===== src/rtl/cpu_mem_port.sv =====
// rtl/cpu_mem_port.sv - CPU data-access responder routing MEM-stage accesses to data RAM or sprite OAM
//
// Ports:
//   clk, rst_n                  clock, asynchronous active-low reset
//   mem_read/mem_write/oam_write decoder access strobes, held by the pipeline until DONE
//   addr, wdata                 access address and write data
//   stall                       combinational pipeline hold
//   rdata, rdata_valid          registered read data and its one-cycle valid pulse
//   err                         one-cycle pulse: illegal strobe combination or RAM timeout
//   ram_req/ram_we/ram_addr/ram_wdata/ram_ack/ram_rdata   data RAM req/ack handshake
//   oam_busy, oam_we, oam_addr, oam_wdata                 sprite OAM write port

module cpu_mem_port #(
    parameter int ADDR_W     = 16,
    parameter int DATA_W     = 32,
    parameter int OAM_ADDR_W = 8,
    parameter int TIMEOUT    = 16
) (
    input  logic                  clk,
    input  logic                  rst_n,
    input  logic                  mem_read,
    input  logic                  mem_write,
    input  logic                  oam_write,
    input  logic [ADDR_W-1:0]     addr,
    input  logic [DATA_W-1:0]     wdata,
    output logic                  stall,
    output logic [DATA_W-1:0]     rdata,
    output logic                  rdata_valid,
    output logic                  err,
    output logic                  ram_req,
    output logic                  ram_we,
    output logic [ADDR_W-1:0]     ram_addr,
    output logic [DATA_W-1:0]     ram_wdata,
    input  logic                  ram_ack,
    input  logic [DATA_W-1:0]     ram_rdata,
    input  logic                  oam_busy,
    output logic                  oam_we,
    output logic [OAM_ADDR_W-1:0] oam_addr,
    output logic [DATA_W-1:0]     oam_wdata
);

    typedef enum logic [1:0] {
        IDLE     = 2'd0,
        RAM_REQ  = 2'd1,
        OAM_WAIT = 2'd2,
        DONE     = 2'd3
    } state_t;

    localparam int CNT_W = $clog2(TIMEOUT);
    localparam logic [CNT_W-1:0] CNT_LAST = CNT_W'(TIMEOUT - 1);

    state_t           state;
    logic [CNT_W-1:0] cnt;
    logic             op_read;
    logic             req;
    logic             multi;

    assign req   = mem_read | mem_write | oam_write;
    assign multi = (mem_read & mem_write) | (mem_read & oam_write) | (mem_write & oam_write);

    // Stall is gated by rst_n so the pipeline is released the instant reset
    // asserts, even while the decoder still holds its strobes.
    assign stall = rst_n & (((state == IDLE) & req) | (state == RAM_REQ) | (state == OAM_WAIT));

    // Combinational so that oam_busy rising in the same cycle defers the write.
    assign oam_we = (state == OAM_WAIT) & ~oam_busy;

    always_ff @(posedge clk or negedge rst_n) begin
        if (!rst_n) begin
            state       <= IDLE;
            cnt         <= '0;
            op_read     <= 1'b0;
            rdata       <= '0;
            rdata_valid <= 1'b0;
            err         <= 1'b0;
            ram_req     <= 1'b0;
            ram_we      <= 1'b0;
            ram_addr    <= '0;
            ram_wdata   <= '0;
            oam_addr    <= '0;
            oam_wdata   <= '0;
        end else begin
            err         <= 1'b0;
            rdata_valid <= 1'b0;
            case (state)
                IDLE: begin
                    if (req) begin
                        ram_addr  <= addr;
                        ram_wdata <= wdata;
                        oam_addr  <= addr[OAM_ADDR_W-1:0];
                        oam_wdata <= wdata;
                        err       <= multi;
                        cnt       <= '0;
                        // Priority: oam_write > mem_write > mem_read.
                        if (oam_write) begin
                            op_read <= 1'b0;
                            state   <= OAM_WAIT;
                        end else begin
                            op_read <= ~mem_write;
                            ram_req <= 1'b1;
                            ram_we  <= mem_write;
                            state   <= RAM_REQ;
                        end
                    end
                end
                RAM_REQ: begin
                    if (ram_ack) begin
                        ram_req <= 1'b0;
                        ram_we  <= 1'b0;
                        if (op_read) begin
                            rdata       <= ram_rdata;
                            rdata_valid <= 1'b1;
                        end
                        state <= DONE;
                    end else if (cnt == CNT_LAST) begin
                        // Abort: a timed-out read still completes, with zero data.
                        ram_req <= 1'b0;
                        ram_we  <= 1'b0;
                        err     <= 1'b1;
                        if (op_read) begin
                            rdata       <= '0;
                            rdata_valid <= 1'b1;
                        end
                        state <= DONE;
                    end else begin
                        cnt <= cnt + 1'b1;
                    end
                end
                OAM_WAIT: begin
                    if (!oam_busy) begin
                        state <= DONE;
                    end
                end
                DONE: begin
                    cnt   <= '0;
                    state <= IDLE;
                end
                default: state <= IDLE;
            endcase
        end
    end

endmodule


===== config.mk =====
export PLATFORM = sky130hd
export DESIGN_NAME = cpu_mem_port
export DESIGN_NICKNAME = d
export VERILOG_FILES = /design/src/rtl/cpu_mem_port.sv
export SDC_FILE = /design/constraint.sdc
export NUM_CORES = 1
export LEC_CHECK = 0
export CAP_MARGIN = 20
export CORE_MARGIN = 3
export CORE_UTILIZATION = 40
export DETAILED_ROUTE_END_ITERATION = 12
export PLACE_DENSITY_LB_ADDON = 0.2
export SKIP_CTS_REPAIR_TIMING = 1
export SYNTH_ARGS = -nofsm -noshare
export SYNTH_HDL_FRONTEND = slang
export SYNTH_SLANG_ARGS = --single-unit

===== constraint.sdc =====
create_clock -name clk -period 2.5 [get_ports clk]
set_input_delay 0.5 -clock clk [delete_from_list [all_inputs] [get_ports clk]]
set_output_delay 0.5 -clock clk [all_outputs]
set_load 0.03 [all_outputs]

==> flow_metrics.py, run 1 <==
metrics = {
    "outcome": {
        "status": "complete, no violations",
    },
    "power": {
        "p_clk_frac": 0.095,
        "ir_drop_uv": 770.2,
        "seqPwrFrac": 0.283,
        "p_int_mw": 5.074,
        "p_total_mw": 9.190,
        "p_leak_nw": 2.783,
        "comb_power_share": 0.621,
        "powerDensity_nw_per_um2": 1476,
        "switchingPower_mw": 4.115,
        "switching_share": 0.4478,
    },
    "cts": {
        "root_buffer": "clkbuf_8",
        "cts.sinks": 91,
        "htreeDepth": 3,
        "clk_latency_ns": 0.34,
        "clk_pin_slew_ns": 0.09,
        "cts_buffer_depth": 2,
        "numCtsBuffers": 9,
        "cts_tree": "built",
    },
    "sta": {
        "slew_violations": 0,
        "finalWorstSetupSlack_ns": 0.2374,
        "tns_ns": 0,
        "maxSlewHeadroom": 0.6067,
        "tightest_slew_ns": 0.5900,
        "fin_crit_sh": 0.9050,
        "skew_ns": 0.01354,
        "min_period_ns": 2.263,
        "rsz0062_at_grt": "false",
        "setup_viol_count_final": 0,
        "fmaxAchievable_ghz": 0.4420,
        "finalHoldViolCount": 0,
    },
    "logic_synthesis": {
        "yosysUniqueCellTypes": 34,
        "synth_top_area_frac": 0.5579,
        "synthCells": 350,
        "yosys.area.top_type": "dfrtp_1",
        "syn_nets": 443,
        "ys.flop_type": "dfrtp_1",
        "seq_area_frac_synth": 0.5579,
        "yosys_warnings": 0,
        "syn_area_um2": 4081,
        "synthTopCellsByArea": "dfrtp_1, mux2_2, buf_4, nand2_1, nand3_1",
        "syn_avg_cell_area_um2": 11.66,
        "synth_edf_count": 0,
        "ys_ff_latch": 91,
        "async_reset_ff_frac": 1.000,
    },
    "layout": {
        "final_common_cell": "clkdlybuf4s50_1",
        "most-common-layout-cells": "clkdlybuf4s50_1, dfrtp_1, nand2_1",
        "fillers": 776,
        "stdcell_area_um2": 6227,
        "syn_to_final_growth_pct": 52.58,
        "final_nets": 619,
        "layout-drive-gt1-share": 0.1488,
        "n_antenna_cell": 0,
    },
    "worst_setup_path": {
        "critPathCaptureType": "primary output",
        "crit_fanout": 7,
        "arrival_ns": 1.76,
        "worst_ep_required_time_ns": 2.00,
        "start_kind": "flip-flop",
        "crit_type": "flip-flop to primary output",
        "r2r_setup_slack_ns": 0.59,
    },
    "global_routing": {
        "grt_overflow": 0,
        "antenna_found_initial": 0,
        "grt.total_usage": 0.1868,
        "grt_max_degree": 49,
        "grt_pass1_vias": 3211,
        "grt_pass1_wl_um": 16730,
    },
    "floorplan": {
        "die_area_um2": 11450,
        "core_um2": 9864,
        "start_util": 0.4137,
        "die_y_um": 107.0,
        "die_w_um": 107.0,
        "fp-row-count": 36,
        "io_pins": 213,
    },
    "placement": {
        "globalplace.congestion": 0.7894,
        "dpl_cell_area_um2": 6053,
        "dp_hpwl_um": 8105,
        "pre_cts_ws_ns": 0.1900,
        "io_buffers": 212,
    },
    "detailed_routing": {
        "vias_per_cell": 4.682,
        "wirelength_um": 10690,
        "initialDrtViolationCount": 115,
        "avgRoutedWirePerCell_um": 16.09,
        "dr.pass1.iters": 4,
        "drcViolationCount": 0,
        "antenna_left": 0,
        "vias": 3109,
    },
    "run": {
        "drv_cap": 0,
    },
    "hold_path": {
        "timing.hold.worst.class": "primary input to async pin",
    },
}
==> layer usage <==
| layer | track usage | share of wire | up-vias |
|---|---|---|---|
| met5 | 0 | 0 | - |
| met4 | 0.05845 | 0.013 | 0 |
| met3 | 0.04395 | 0.058 | 10 |
| met2 | 0.3467 | 0.54 | 111 |
| met1 | 0.2110 | 0.39 | 1502 |
| li1 | - | - | 1486 |
==> path summary, 6_finish.rpt <==
kind	from	end	cells past startpoint
worst max-delay path	state[0]	stall	5
worst min-delay path	rst_n	rdata[17]	2
worst max register to register	state[1]	rdata[11]	8
worst min register to register	rdata[20]	rdata[20]	2
max in group asynchronous	rst_n	rdata[21]	3
min in group clk	rdata[20]	rdata[20]	2
==> state kept, by name (all words and copies together) (netlist names) <==
signal	count
cnt	4
err	1
oam_wdata	32
op_read	1
ram_addr	16
ram_req	1
ram_we	1
rdata	32
rdata_valid	1
state	2
==> cell usage after synthesis, types with 4 or more instances <==
cell type	count
nor2_1	4
mux2_4	9
dfrtp_1	91
inv_1	6
nand3_1	36
ha_1	6
buf_4	46
nand2_1	71
mux2i_1	4
mux2_2	39
o21ai_0	6
==> cell type report <==
class	instances	area, um^2	area share
Clock buffer	11	131.4	0.02110
Clock inverter	5	37.54	0.006028
Inverter	6	22.52	0.003617
Multi-Input combinational cell	197	1380	0.2216
Sequential cell	91	2277	0.3657
Tap cell	133	166.4	0.02672
Timing Repair Buffer	221	2212	0.3552
==> cells by family after synthesis <==
group / share of synthesized area
buffers and inverters: 0.1045
AO/OA/AOI/OAI: 0.03403
AND/OR/NAND/NOR: 0.1294
flip-flops: 0.5579
adder cells (fa/ha/maj): 0.02085
multiplexers: 0.1533
==> power by group through the flow <==
stage          combinational [mW]  clock, mW  sequential, mW
2_1_floorplan                2.47          0            3.89
3_5_place_dp                 5.76          0            2.64
6_report                     5.71      0.877            2.60
5_1_grt                      6.01      0.973            2.70
3_3_place_gp                 5.68          0            2.60
4_1_cts                      5.77      0.919            2.61
==> through the flow <==
step	hold WS, ns	util	cells
3_5_place_dp	0.4546	0.6136	648
3_3_place_gp	0.4491	0.6136	648
6_report	0.2481	0.6313	664
4_1_cts	0.2631	0.6308	664
2_1_floorplan	0.2044	-	350
5_1_grt	0.2930	0.6313	664
==> critical path, stage by stage, from the launching register on <==
cell,delay (ns)
dfrtp_1,0.39
inv_1,0.16
ha_2,0.31
o31ai_4,0.12
a21boi_1,0.27
buf_12,0.16
(Power assumes the default switching activity.)
==> run 2, diff against run 1 <==
--- a/config.mk
+++ b/config.mk
@@ -9,6 +9,7 @@
 export CORE_MARGIN = 3
 export CORE_UTILIZATION = 40
 export DETAILED_ROUTE_END_ITERATION = 12
+export GPL_ROUTABILITY_DRIVEN = 1
 export PLACE_DENSITY_LB_ADDON = 0.2
 export SKIP_CTS_REPAIR_TIMING = 1
 export SYNTH_ARGS = -nofsm -noshare
==> results of run 2 <==
Same layout as run 1: the final DEF is identical, and so are final timing and power.
==> run 3, diff against run 2 <==
--- a/config.mk
+++ b/config.mk
@@ -10,6 +10,7 @@
 export CORE_UTILIZATION = 40
 export DETAILED_ROUTE_END_ITERATION = 12
 export GPL_ROUTABILITY_DRIVEN = 1
+export HOLD_SLACK_MARGIN = 0.12
 export PLACE_DENSITY_LB_ADDON = 0.2
 export SKIP_CTS_REPAIR_TIMING = 1
 export SYNTH_ARGS = -nofsm -noshare
==> results of run 3 <==
Same layout as run 1: the final DEF is identical, and so are final timing and power.
